## src/rtl/gated_clk_ctrl_if.sv

```systemverilog
// Command/status bundle between a host and gated_clk_ctrl.
// The slave side is the controller; the master side is the host issuing commands.
interface gated_clk_ctrl_if #(
  parameter int unsigned CNT_W = 16
);
  logic             cmd_valid;
  logic             cmd_ready;
  logic [CNT_W-1:0] cmd_len;
  logic             cmd_cont;
  logic             stop_req;
  logic             clken;
  logic             busy;
  logic             done;
  logic             aborted;
  logic [CNT_W-1:0] pulse_cnt;

  modport master (
    output cmd_valid, cmd_len, cmd_cont, stop_req,
    input  cmd_ready, clken, busy, done, aborted, pulse_cnt
  );

  modport slave (
    input  cmd_valid, cmd_len, cmd_cont, stop_req,
    output cmd_ready, clken, busy, done, aborted, pulse_cnt
  );
endinterface

```

## src/rtl/gated_clk_ctrl.sv

```systemverilog
// Registered clock-enable generator: turns host commands into exact clken windows
// (bursts or continuous runs) followed by a guard gap and a done pulse.
module gated_clk_ctrl #(
  parameter int unsigned CNT_W = 16,
  parameter int unsigned GUARD = 2
) (
  input logic            clkin,
  input logic            rst,
  gated_clk_ctrl_if.slave bus
);

  localparam int unsigned G_W = (GUARD > 1) ? $clog2(GUARD) : 1;

  typedef enum logic [1:0] {S_IDLE, S_RUN, S_GUARD} state_t;

  state_t           state, state_n;
  logic [CNT_W-1:0] len_q, len_n;
  logic [CNT_W-1:0] cnt_q, cnt_n, cnt_inc;
  logic [G_W-1:0]   gcnt_q, gcnt_n;
  logic             cont_q, cont_n;
  logic             aborted_q, aborted_n;
  logic             done_q, done_n;
  logic             clken_q, busy_q, ready_q;
  logic             last_beat;

  always_comb begin
    state_n   = state;
    len_n     = len_q;
    cnt_n     = cnt_q;
    gcnt_n    = gcnt_q;
    cont_n    = cont_q;
    aborted_n = aborted_q;
    done_n    = 1'b0;
    cnt_inc   = (&cnt_q) ? cnt_q : cnt_q + CNT_W'(1);
    // cnt_q counts completed enabled cycles, so this edge closes beat cnt_q+1
    last_beat = !cont_q && ((cnt_q + CNT_W'(1)) == len_q);

    unique case (state)
      S_IDLE: begin
        if (bus.cmd_valid) begin
          cnt_n     = '0;
          aborted_n = 1'b0;
          len_n     = bus.cmd_len;
          cont_n    = bus.cmd_cont;
          if (!bus.cmd_cont && (bus.cmd_len == '0)) begin
            if (GUARD == 0) begin
              state_n = S_IDLE;
              done_n  = 1'b1;
            end else begin
              state_n = S_GUARD;
              gcnt_n  = '0;
            end
          end else begin
            state_n = S_RUN;
          end
        end
      end
      S_RUN: begin
        cnt_n = cnt_inc;
        if (last_beat || bus.stop_req) begin
          if (!last_beat) aborted_n = 1'b1;
          if (GUARD == 0) begin
            state_n = S_IDLE;
            done_n  = 1'b1;
          end else begin
            state_n = S_GUARD;
            gcnt_n  = '0;
          end
        end
      end
      S_GUARD: begin
        if (gcnt_q == G_W'(GUARD - 1)) begin
          state_n = S_IDLE;
          done_n  = 1'b1;
        end else begin
          gcnt_n = gcnt_q + G_W'(1);
        end
      end
      default: state_n = S_IDLE;
    endcase
  end

  // All outputs are decoded from the next state so they come straight off flops.
  always_ff @(posedge clkin or posedge rst) begin
    if (rst) begin
      state     <= S_IDLE;
      len_q     <= '0;
      cnt_q     <= '0;
      gcnt_q    <= '0;
      cont_q    <= 1'b0;
      aborted_q <= 1'b0;
      done_q    <= 1'b0;
      clken_q   <= 1'b0;
      busy_q    <= 1'b0;
      ready_q   <= 1'b1;
    end else begin
      state     <= state_n;
      len_q     <= len_n;
      cnt_q     <= cnt_n;
      gcnt_q    <= gcnt_n;
      cont_q    <= cont_n;
      aborted_q <= aborted_n;
      done_q    <= done_n;
      clken_q   <= (state_n == S_RUN);
      busy_q    <= (state_n != S_IDLE);
      ready_q   <= (state_n == S_IDLE);
    end
  end

  assign bus.cmd_ready = ready_q;
  assign bus.clken     = clken_q;
  assign bus.busy      = busy_q;
  assign bus.done      = done_q;
  assign bus.aborted   = aborted_q;
  assign bus.pulse_cnt = cnt_q;

endmodule

```

## src/flat_wrapper.sv

```systemverilog
// flat-port wrapper written by rule: the top's interface ports become plain ports
module gated_clk_ctrl_flat 
#(
  parameter int unsigned CNT_W = 16,
  parameter int unsigned GUARD = 2
)
  (clkin, rst, bus_cmd_valid, bus_cmd_len, bus_cmd_cont, bus_stop_req, bus_cmd_ready, bus_clken, bus_busy, bus_done, bus_aborted, bus_pulse_cnt);
  gated_clk_ctrl_if #(.CNT_W(CNT_W)) bus_i ();
  input logic clkin;
  input logic rst;
  input wire logic [$bits(bus_i.cmd_valid)-1:0] bus_cmd_valid;
  input wire logic [$bits(bus_i.cmd_len)-1:0] bus_cmd_len;
  input wire logic [$bits(bus_i.cmd_cont)-1:0] bus_cmd_cont;
  input wire logic [$bits(bus_i.stop_req)-1:0] bus_stop_req;
  output wire logic [$bits(bus_i.cmd_ready)-1:0] bus_cmd_ready;
  output wire logic [$bits(bus_i.clken)-1:0] bus_clken;
  output wire logic [$bits(bus_i.busy)-1:0] bus_busy;
  output wire logic [$bits(bus_i.done)-1:0] bus_done;
  output wire logic [$bits(bus_i.aborted)-1:0] bus_aborted;
  output wire logic [$bits(bus_i.pulse_cnt)-1:0] bus_pulse_cnt;
  assign bus_i.cmd_valid = bus_cmd_valid;
  assign bus_i.cmd_len = bus_cmd_len;
  assign bus_i.cmd_cont = bus_cmd_cont;
  assign bus_i.stop_req = bus_stop_req;
  assign bus_cmd_ready = bus_i.cmd_ready;
  assign bus_clken = bus_i.clken;
  assign bus_busy = bus_i.busy;
  assign bus_done = bus_i.done;
  assign bus_aborted = bus_i.aborted;
  assign bus_pulse_cnt = bus_i.pulse_cnt;
  gated_clk_ctrl #(.CNT_W(CNT_W), .GUARD(GUARD)) u_core (.clkin(clkin), .rst(rst), .bus(bus_i));
endmodule
```

## config.mk

```make
export PLATFORM = sky130hd
export DESIGN_NAME = gated_clk_ctrl_flat
export DESIGN_NICKNAME = d
export VERILOG_FILES = /design/src/rtl/gated_clk_ctrl_if.sv /design/src/rtl/gated_clk_ctrl.sv /design/src/flat_wrapper.sv
export SDC_FILE = /design/constraint.sdc
export NUM_CORES = 1
export LEC_CHECK = 0
export BUFFER_PORTS_ARGS = -buffer_cell sky130_fd_sc_hd__buf_2
export CAP_MARGIN = 20
export CORE_MARGIN = 8
export CORE_UTILIZATION = 45
export CTS_CLUSTER_DIAMETER = 100
export CTS_CLUSTER_SIZE = 8
export DETAILED_ROUTE_END_ITERATION = 10
export PLACE_DENSITY = 0.74
export SLEW_MARGIN = 20
export SYNTH_ARGS = -nofsm -noshare
export SYNTH_HDL_FRONTEND = slang
export SYNTH_SLANG_ARGS = --single-unit
```

## constraint.sdc

```tcl
create_clock -name clkin -period 3.2 [get_ports clkin]
set_input_delay 0.48 -clock clkin [delete_from_list [all_inputs] [get_ports clkin]]
set_output_delay 0.48 -clock clkin [all_outputs]
set_load 0.01 [all_outputs]
```

==> results of run 1 <==
==> registers in the layout, indices dropped and copies added (netlist names) <==
register and cells:
u_core.bus.aborted 1, u_core.bus.busy 1, u_core.bus.clken 1, u_core.bus.cmd_ready 1, u_core.bus.done 1, u_core.bus.pulse_cnt 16, u_core.cont_q 1, u_core.gcnt_q 1
u_core.len_q 16, u_core.state 2
==> final cells by class <==
type                            instances  area, um^2  share of cell area
Multi-Input combinational cell        208        1470               0.492
Sequential cell                        41        1030               0.343
Timing Repair Buffer                   45         235              0.0786
Tap cell                               75        93.8              0.0314
Clock buffer                            5        68.8              0.0230
Clock inverter                          3        65.1              0.0217
Inverter                                8        30.0              0.0100
==> kinds of logic (layout without fill, tap and decap cells) <==
group,after synthesis,in the layout,synth area share
simple gates,94,94,0.211
compound gates,72,72,0.183
flops,41,41,0.390
buf+inv,25,61,0.0513
mux,19,19,0.0803
xor+xnor,17,17,0.0565
fa+ha+maj,6,6,0.0276
==> Yosys cell counts, types with 5 or more instances <==
cell,instances,share of area
sky130_fd_sc_hd__nor4_1,6,0.014
sky130_fd_sc_hd__inv_1,8,0.011
sky130_fd_sc_hd__o21ai_0,24,0.046
sky130_fd_sc_hd__clkbuf_1,7,0.010
sky130_fd_sc_hd__nand2_1,23,0.033
sky130_fd_sc_hd__and2_1,6,0.014
sky130_fd_sc_hd__mux2_2,17,0.073
sky130_fd_sc_hd__nor2b_1,5,0.012
sky130_fd_sc_hd__ha_1,5,0.024
sky130_fd_sc_hd__o31ai_1,9,0.026
sky130_fd_sc_hd__nand2b_1,7,0.017
sky130_fd_sc_hd__dfrtp_1,40,0.38
sky130_fd_sc_hd__nand4_1,5,0.012
sky130_fd_sc_hd__nand3_1,14,0.027
sky130_fd_sc_hd__buf_2,5,0.0095
sky130_fd_sc_hd__xnor2_1,13,0.043
sky130_fd_sc_hd__nor2_1,7,0.010
sky130_fd_sc_hd__a21oi_1,8,0.015
==> metrics by stage <==
| stage | worst slack, ns | instance area (um^2) | std cells | hold slack, ns |
|---|---|---|---|---|
| global placement | 0.494 | 2860 | 377 | 0.494 |
| detailed placement | 0.422 | 2860 | 377 | 0.511 |
| CTS | 0.380 | 2990 | 385 | 0.326 |
| finish | 0.371 | 2990 | 385 | 0.309 |
| floorplan | 0.579 | 2630 | 274 | 0.480 |
| global route | 0.227 | 2990 | 385 | 0.376 |
==> worst paths after layout <==
check                                                 end                                 from  cells after the start  slack, ns
setup / recovery                u_core.bus.busy$_DFF_PP0_  u_core.bus.pulse_cnt[0]$_DFFE_PP0P_                      8       0.37
hold / removal                  u_core.state[0]$_DFF_PP0_                                  rst                      3       0.31
setup reg to reg                u_core.bus.busy$_DFF_PP0_  u_core.bus.pulse_cnt[0]$_DFFE_PP0P_                      8       0.37
hold reg to reg            u_core.bus.aborted$_DFFE_PP0P_       u_core.bus.aborted$_DFFE_PP0P_                      2       0.53
max in group asynchronous  u_core.bus.cmd_ready$_DFF_PP1_                                  rst                      3       2.53
min in group clkin           u_core.len_q[11]$_DFFE_PP0P_                      bus_cmd_len[11]                      2       0.43
==> power by group <==
part	internal, mW	switching, mW
registers	0.689	0.160
logic	0.470	0.528
clock network	0.310	0.188
==> worst reg2reg max path, delay by kind of cell, from the launching register on <==
| kind | cells | cell delay (ns) |
|---|---|---|
| and+or+nand+nor | 4 | 1.25 |
| AOI/OAI and AO/OA | 3 | 0.67 |
| DFF | 1 | 0.51 |
| adders and majority gates | 1 | 0.30 |
==> metal layers <==
layer	global-route usage	share of wire	vias to the layer above	wire length, um
met1	0.224	0.49	1104	3130
met3	0.0307	0.051	8	323
met4	0.0537	0.012	0	79
met5	0	0	-	0
li1	-	-	1072	-
met2	0.226	0.45	55	2870
==> reports/results.txt, run 1 <==
The run finished with clean final reports. Top achievable clock speed: 0.353 GHz. Setup repair after global routing left no endpoint under its margin. After clock tree synthesis, the repair step resized 0 gates. A synthesized cell averages 9.61 um^2.

The peak fanout along the critical path works out to 13. The number of hold buffers added after CTS is 0, and the minimum period implied by the final worst setup slack is 2.83 ns. The run gives 6390 um as the post-detailed-routing wire length. Across all layers, the routed design uses 2,239 vias. The floorplan step set the die height to 92.5 um. In the synthesized netlist, the number of instances is 274.

For this run, the number of Yosys warnings is 0. STA classifies the critical path startpoint as a flip-flop. The sequential element share of the synthesized area is 0.390, and the weighted congestion reported at the end of routability-driven placement is 0.922. For the cell leakage power, the log shows 1.29 nW. Max-cap violations in this run came to 0. From synthesis to final layout, the design area changed by 13.6%. Main flop type after synthesis: sky130_fd_sc_hd__dfrtp_1. The remaining max-slew budget at the tightest pin came out at 0.609.

Summing every instance area after synthesis gives 2630 um^2. In the final routed layout, each cell accounts on average for 16.6 um. The slowest stage of the critical path belongs to the cell sky130_fd_sc_hd__or4_4.

The final layout contains 335 nets. The sum of overflow across all layers after global routing was 0; the number of fill cells in the layout was 548. The tools report the number of sinks driven by the clock tree as 41.

The number of clock buffers inserted by TritonCTS was 5; the CTS clock-pin slew for the worst setup and hold paths was 0.08 ns. The port buffer count came out at 41. The number of levels the H-tree was split into was 2. After floorplanning, the core was divided into 28 placement rows. The synthesized netlist contains 60 unique library cells. Setup violations remaining at the end of the flow were counted as 0. The number of buffers inserted to repair setup after CTS is 0, and the die area is 8560 um^2. Summed over all nets, the half-perimeter wirelength after detailed placement is 4690 um. The part of the cycle the worst path needs is 0.884.

The fraction of final layout cells sized beyond drive strength 1 was 0.261; the area of the core was 5780 um^2. TritonCTS built the clock tree. Number of antenna violations at the first check in global routing: 0. Walking the worst path, the cells encountered are ha_1 > and3_4 > nand4_2 > a211oi_1 > o22ai_1 > or4_4 > o31a_1 > or2_1. The min-delay analysis places its worst path in the category in -> async. The detailed router finished its first iteration with 122 violations. At the pin with the least slew margin, the transition time is 0.586 ns. The remaining antenna violation count is 0, and the number of global-route vias before repair is 2,208. The top cell types in the final layout, fill and taps aside, are sky130_fd_sc_hd__buf_2, sky130_fd_sc_hd__dfrtp_1, sky130_fd_sc_hd__o21ai_0. In the routed design, unresolved DRC markers number 0. The number of vias per cell is 5.82, and the buffer depth of the longest clock path is 2.

In this run the power density over the cells is 784 nW/um^2. The async set-or-reset flop fraction in the synthesized netlist was 1.00. On the final layout, the worst clock skew is 0.00356 ns. Data arrives at the worst endpoint at 3.01 ns. Total power for the finished layout comes to 2.35 mW. The maximum single-stage delay on the critical path was 0.53 ns.

The tools report the initial core utilization as 0.456. The max-slew violation count is 0, and the all-layer global routing usage is 0.156. Data on the critical path is required at its endpoint by 3.38 ns. Entering global routing, the biggest net connects 42 pins. The worst setup path is captured at a flip-flop. The synthesized design contains 41 register bits.

The tools report the buffer cell driving the clock tree root as sky130_fd_sc_hd__clkbuf_8. Among cell families on the critical path, the largest total delay comes from simple AND/OR/NAND/NOR gates. From left edge to right edge, the die measures 92.5 um. The number of iterations in the first detailed-routing pass was 4. The critical path in this run is classified as reg -> reg. The library cell used most frequently in the layout, excluding fill and tap cells, is sky130_fd_sc_hd__buf_2. The utilization after layout was 0.518; the number of synthesized flops with an enable pin was 0. For the insertion delay of the later-clocked pin in the worst-skew pair, the log shows 0.29 ns. The hold violation total from the final report is 0. The number of antenna diodes in the final layout is 0. The first global-routing pass estimated 10,900 um of wire. 42 I/O pins were placed.

The worst-case IR drop observed on VDD is 434 uV. The worst path buffer plus inverter count was 0; the final sum of negative setup slack was 0 ns. Counting every net in the synthesized netlist gives 300.
(Power assumes the default switching activity.)
==> run 2, diff against run 1 <==
- BUFFER_PORTS_ARGS: -buffer_cell sky130_fd_sc_hd__buf_2 -> -buffer_cell sky130_fd_sc_hd__buf_4
- GPL_TIMING_DRIVEN: not set -> 0
==> run 2 against run 1 <==
  * Global-route usage about the same
  * First-iteration DRC count rose by 40%
  * Hold slack worse by 0.12 ns
  * Combinational power barely moved
  * Register-to-register slack better by 0.03 ns
  * Wire length rose by 3.0%
  * Die area unchanged
  * Highest routed layer unchanged
  * Clock power hardly changed
==> reports/results.txt, run 2 (same netlist as run 1, synthesis figures left out) <==
The flow ran to the end, and the final reports show no timing, DRC or antenna violations. The logs give 2 for the buffer depth of the longest clock path and 0.00815 ns for the final clock skew. Leaving out fill and tap cells, the most frequent cells in the layout are sky130_fd_sc_hd__buf_4, sky130_fd_sc_hd__dfrtp_1, sky130_fd_sc_hd__o21ai_0. The fraction of final layout cells sized beyond drive strength 1 works out to 0.279. The remaining max-slew budget at the tightest pin is 0.577, and the data arrival at the endpoint of the critical path is 2.98 ns. The signal on the critical path passes through ha_1 > and3_4 > buf_12 > nand3b_4 > o32ai_2 > o21ai_1 > or4_4 > o31a_1 > or2_1.

Summed over all layers, the global routing overflow is 0. Cell with the largest stage delay on the worst path: sky130_fd_sc_hd__or4_4. Setup repair after global routing left no endpoint under its margin. For this run, design rule violations remaining after detail routing come to 0. Grouping stages by cell kind, the critical path spends the most delay in simple AND/OR/NAND/NOR gates. The number of global-route vias before repair was 2,202; the worst ir drop on vdd was 415 uV. The number of sinks driven by the clock tree was 41; the utilization after layout was 0.553. Across all layers, the routed design uses 2,273 vias. The total setup violations reported at the end of the flow was 0; the insertion delay of the later-clocked pin in the worst-skew pair was 0.30 ns. For this design the ratio of total power to cell area is 739 nW/um^2. Kind of capture point of the worst setup path: a flip-flop. The most common cell after layout, fill and taps aside was sky130_fd_sc_hd__buf_4. For the pin with the worst max-slew slack, the measured transition is 0.634 ns.

In this run, CTS created clock tree buffers numbering 5. Worst hold-check path type: in -> async. The first global-routing pass estimated 10,800 um of wire. The cell leakage power was 1.37 nW; the number of fill cells in the layout was 533. The clock tree synthesis step divided the H-tree into 2 levels. In this run, the number of DRC markers left after iteration 0 of detailed routing was 171.

For the number of iterations in the first detailed-routing pass, the log shows 4. Subtracting the final worst setup slack from the clock period gives 2.79 ns. The data required time at the worst endpoint was 3.38 ns. The die covers 8560 um^2.

The completed layout was analyzed and its total power is 2.36 mW. The tools report the worst setup slack after layout as 0.405 ns. Minimum setup slack after placement: 0.108 ns. Entering global routing, the biggest net connects 23 pins. TritonCTS built the clock tree. Buffers placed on the I/O ports in this run total 41. The number of antenna violations at the first check in global routing was 0. After clock tree synthesis, the clock-pin slew on the worst setup and hold paths is 0.09 ns.

In this run the vertical extent of the chip is 92.5 um. The tools report the weighted congestion reported at the end of routability-driven placement as 0.936. For the top achievable clock speed, the log shows 0.358 GHz.

The part of the cycle the worst path needs is 0.873, and the number of nets in the finished design is 348. The boundary pin count came out at 42. The worst path buffer plus inverter count came out at 1. The initial core utilization is 0.456.

On the worst path, the slowest cell contributes a delay of 0.56 ns. In the final routed layout, each cell accounts on average for 16.6 um. Once detailed placement completed, the half-perimeter wirelength came to 4970 um. The number of vias per cell was 5.71.

The max-slew violation count was 0. The initialized floorplan defines 28 standard-cell rows. Setup total negative slack on the finished layout was measured at 0 ns.

The hold violation total from the final report is 0. The remaining antenna violation count is 0, and the post-detailed-routing wire length is 6590 um. The number of max-cap violations is 0, and the area of the core is 5780 um^2. The all-layer global routing usage is 0.156.

The worst setup path is of the reg -> reg kind. STA classifies the critical path startpoint as a flip-flop. The root buffer cell chosen for the clock tree is sky130_fd_sc_hd__clkbuf_8. Compared with the post-synthesis result, the final layout area differs by 21.4%. The peak fanout along the critical path was 10; the chip width was 92.5 um. The repair_antennas step left the layout with diodes totalling 0.
-- run 2: worst paths after layout --
| check | startpoint | to | slack [ns] | cells past startpoint |
|---|---|---|---|---|
| worst max-delay path | u_core.bus.pulse_cnt[0]$_DFFE_PP0P_ | u_core.bus.busy$_DFF_PP0_ | 0.41 | 9 |
| worst min-delay path | rst | u_core.bus.pulse_cnt[8]$_DFFE_PP0P_ | 0.19 | 2 |
| worst max register to register | u_core.bus.pulse_cnt[0]$_DFFE_PP0P_ | u_core.bus.busy$_DFF_PP0_ | 0.41 | 9 |
| worst min register to register | u_core.cont_q$_DFFE_PP0P_ | u_core.cont_q$_DFFE_PP0P_ | 0.52 | 1 |
| max in group asynchronous | rst | u_core.bus.pulse_cnt[1]$_DFFE_PP0P_ | 2.53 | 3 |
| min in group clkin | bus_cmd_cont | u_core.cont_q$_DFFE_PP0P_ | 0.42 | 2 |
-- run 2: cell type report --
class	count	area, um^2	area share
tap	75	93.8	0.0294
sequential	41	1030	0.321
inverter	8	30.0	0.00939
clock buffer	5	68.8	0.0215
clock inverter	3	65.1	0.0204
timing repair buffer	42	335	0.105
multi-input combinational	208	1480	0.461
buffer	16	101	0.0317
-- run 2: timing repair --
item,in CTS,in global routing
setup endpoints to repair,0,10
buffers inserted,0,0
hold buffers,0,0
gates resized for setup,0,1
-- run 2: worst reg2reg max path, stage by stage, from the launching register on --
cell	delay [ns]
sky130_fd_sc_hd__dfrtp_1	0.52
sky130_fd_sc_hd__ha_1	0.31
sky130_fd_sc_hd__and3_4	0.26
sky130_fd_sc_hd__buf_12	0.14
sky130_fd_sc_hd__nand3b_4	0.07
sky130_fd_sc_hd__o32ai_2	0.19
sky130_fd_sc_hd__o21ai_1	0.11
sky130_fd_sc_hd__or4_4	0.56
sky130_fd_sc_hd__o31a_1	0.30
sky130_fd_sc_hd__or2_1	0.23
-- run 2: routing by layer --
metal | up-vias | track usage | wire length [um]
met5 | - | 0 | 0
met4 | 0 | 0.0604 | 114
met3 | 10 | 0.0307 | 384
met2 | 75 | 0.249 | 3060
met1 | 1089 | 0.202 | 3030
li1 | 1099 | - | -
-- run 2: report_power, final --
part	leakage [nW]	total [mW]	switching, mW	internal, mW
Combinational	0.777	1.02	0.528	0.487
Clock	0.0681	0.500	0.190	0.310
Sequential	0.520	0.848	0.158	0.690
-- run 2: through the flow --
| stage | instance area [um^2] | instances | hold WS [ns] |
|---|---|---|---|
| floorplan | 2630 | 274 | 0.480 |
| global placement | 3040 | 390 | 0.511 |
| detailed placement | 3060 | 391 | 0.511 |
| CTS | 3200 | 399 | 0.205 |
| global route | 3200 | 398 | 0.231 |
| finish | 3200 | 398 | 0.192 |
==> run 3, diff against run 2 <==
- BUFFER_PORTS_ARGS: -buffer_cell sky130_fd_sc_hd__buf_4 -> -buffer_cell sky130_fd_sc_hd__buf_2
==> run 3 against run 2 <==
  * Largest cell class unchanged
  * Sequential share of layout area up 1.2 points
  * Cell count up 0.25%
  * Register-to-register slack got worse by 0.06 ns
  * Combinational power about the same
  * Via count increased by 0.62%
  * Total power is 3.4% lower
  * Wire length down 0.65%
  * Non-clock buffer count increased by 1
  * Global-route usage increased by 0.17 points
  * Critical path type unchanged
  * Core utilization is 2.0 points lower
  * Fmax down 2.1%
  * Clock power decreased by 11%
==> reports/results.txt, run 3 (same netlist as run 1, synthesis figures left out) <==
After detailed routing, the average wire length per cell comes to 16.4 um. After layout, the minimum clock period comes to 2.86 ns. Leaving out filler cells and counting taps, the final layout contains 399. The die is 92.5 um tall. The part of the cycle the worst path needs was 0.892; the post-detailed-routing wire length was 6540 um. The routed layout has 2,287 vias.

Once detailed placement completed, the half-perimeter wirelength came to 4930 um. For the remaining max-slew budget at the tightest pin, the log shows 0.555. The number of levels the H-tree was split into is 2, and the worst setup slack after layout is 0.344 ns. The fraction of final layout cells sized beyond drive strength 1 works out to 0.278. The flow ran to the end, and the final reports show no timing, DRC or antenna violations.

The number of vias per cell is 5.73. Between clock sinks in the finished design, the worst skew comes to 0.00546 ns. The minimum setup slack after placement was 0.130 ns; the total setup violations reported at the end of the flow was 0. The number of placement rows was 28. The number of placed instances, taps included was 391. The antenna diode instance count came out at 0.

Along the worst path, the maximum fanout reaches 10. In the layout the commonest cells are sky130_fd_sc_hd__buf_2, sky130_fd_sc_hd__dfrtp_1, sky130_fd_sc_hd__o21ai_0. The weighted congestion reported at the end of routability-driven placement came out at 0.924. TritonCTS created 5 clock buffers. Entering global routing, the biggest net connects 23 pins. Buffer cell driving the clock tree root: sky130_fd_sc_hd__clkbuf_8. In the final timing run, aggregate negative setup slack is 0 ns.

The initial detailed-routing violation count is 171. The total power divided by cell area was 741 nW/um^2; the hold violation total from the final report was 0. The final layout contains 349 nets.

The detail route stage leaves a number of antenna-violating nets equal to 0. The number of iterations in the first detailed-routing pass was 5. Setup repair after global routing left no endpoint under its margin.

The run gives 42 as the boundary pin count. The area growth from synthesis to layout is 17.0%. The min-delay analysis places its worst path in the category in -> async. For the data required time at the worst endpoint, the log shows 3.36 ns. The filler cells instantiated in the layout total 540.

The die is 92.5 um wide. The logs give 0.456 for the initial core utilization and 3.02 ns for the data arrival at the endpoint of the critical path. Summed over all cells, the static leakage comes to 1.34 nW. STA classifies the critical path endpoint as a flip-flop. The sum of overflow across all layers after global routing is 0. After detailed routing, the number of remaining DRC violations is 0. The first global-routing pass estimated 11,000 um of wire. In this run the tool buffered the top-level ports with 41 buffer cells. Die area: 8560 um^2. The all-layer global routing usage was 0.157; the area of the core was 5780 um^2. The tools report the max-slew violation count as 0.

For this design, the sink count on the clock tree is 41. The critical path is of the reg -> reg type. The run gives 0 as the number of max-cap violations. Worst ir drop on vdd: 403 uV. Clock-pin slew was measured on the worst setup and hold paths at 0.08 ns. Based on the critical path, the design can be clocked at up to 0.350 GHz. The library cell used most frequently in the layout, excluding fill and tap cells, is sky130_fd_sc_hd__buf_2. The tools report the startpoint class of the critical path as a flip-flop. The logs give 2960 um^2 for the cell area after placement and 2 for the buffer depth of the longest clock path.

TritonCTS built the clock tree. The logs give 0.533 for the utilization after layout and 0 for the number of antenna violations at the first check in global routing. The cell area after layout was 3080 um^2. The insertion delay of the later-clocked pin in the worst-skew pair is 0.30 ns. For the pin with the worst max-slew slack, the measured transition is 0.668 ns. The run gives 2,306 as the number of global-route vias before repair.
## run 3: through the flow
| stage | total power, mW | hold slack, ns |
|---|---|---|
| 5_1_grt | 2.44 | 0.262 |
| 6_report | 2.28 | 0.213 |
| 2_1_floorplan | 1.56 | 0.480 |
| 3_3_place_gp | 1.79 | 0.511 |
| 4_1_cts | 2.29 | 0.228 |
| 3_5_place_dp | 1.84 | 0.514 |
## run 3: metal layers
| metal | track usage | vias to the layer above | wire (um) |
|---|---|---|---|
| li1 | - | 1105 | - |
| met2 | 0.244 | 76 | 3060 |
| met5 | 0 | - | 0 |
| met4 | 0.0792 | 0 | 112 |
| met1 | 0.210 | 1095 | 3080 |
| met3 | 0.0218 | 11 | 281 |
## run 3: path summary, 6_finish.rpt
| check | start | to | slack [ns] | cells past startpoint |
|---|---|---|---|---|
| max in group asynchronous | rst | u_core.len_q[7]$_DFFE_PP0P_ | 2.52 | 3 |
| worst max register to register | u_core.bus.pulse_cnt[0]$_DFFE_PP0P_ | u_core.bus.pulse_cnt[0]$_DFFE_PP0P_ | 0.34 | 9 |
| min in group clkin | bus_cmd_cont | u_core.cont_q$_DFFE_PP0P_ | 0.42 | 2 |
| worst min-delay path | rst | u_core.len_q[15]$_DFFE_PP0P_ | 0.21 | 2 |
| worst min register to register | u_core.bus.aborted$_DFFE_PP0P_ | u_core.bus.aborted$_DFFE_PP0P_ | 0.52 | 2 |
| worst max-delay path | u_core.bus.pulse_cnt[0]$_DFFE_PP0P_ | u_core.bus.pulse_cnt[0]$_DFFE_PP0P_ | 0.34 | 9 |
## run 3: final cells by class
type                       instances  area, um^2  area share
clock inverter                     2        37.5      0.0122
buffer                            17         106      0.0345
multi-input combinational        208        1470       0.477
sequential                        41        1030       0.333
tap                               75        93.8      0.0305
inverter                           8        30.0     0.00974
timing repair buffer              42         233      0.0755
clock buffer                       6        82.6      0.0268
## run 3: where the power goes
part / internal (mW) / switching [mW] / total [mW]
clock network: 0.254 / 0.190 / 0.444
registers: 0.689 / 0.157 / 0.846
logic: 0.463 / 0.530 / 0.993
total: 1.41 / 0.877 / 2.28
## run 3: timing repair
item	4_1_cts	5_1_grt
endpoints found under the setup margin	0	7
setup buffers	0	0
hold buffers	0	0
gates resized for setup	0	2
## run 3: worst max-delay path: stages (launching register included)
cell and delay (ns):
sky130_fd_sc_hd__dfrtp_1 0.52, sky130_fd_sc_hd__ha_1 0.30, sky130_fd_sc_hd__and3_4 0.26, sky130_fd_sc_hd__buf_12 0.14, sky130_fd_sc_hd__nand4_1 0.12, sky130_fd_sc_hd__o21bai_1 0.51, sky130_fd_sc_hd__inv_1 0.16, sky130_fd_sc_hd__nand2_1 0.25
sky130_fd_sc_hd__clkbuf_2 0.33, sky130_fd_sc_hd__o21ai_0 0.14
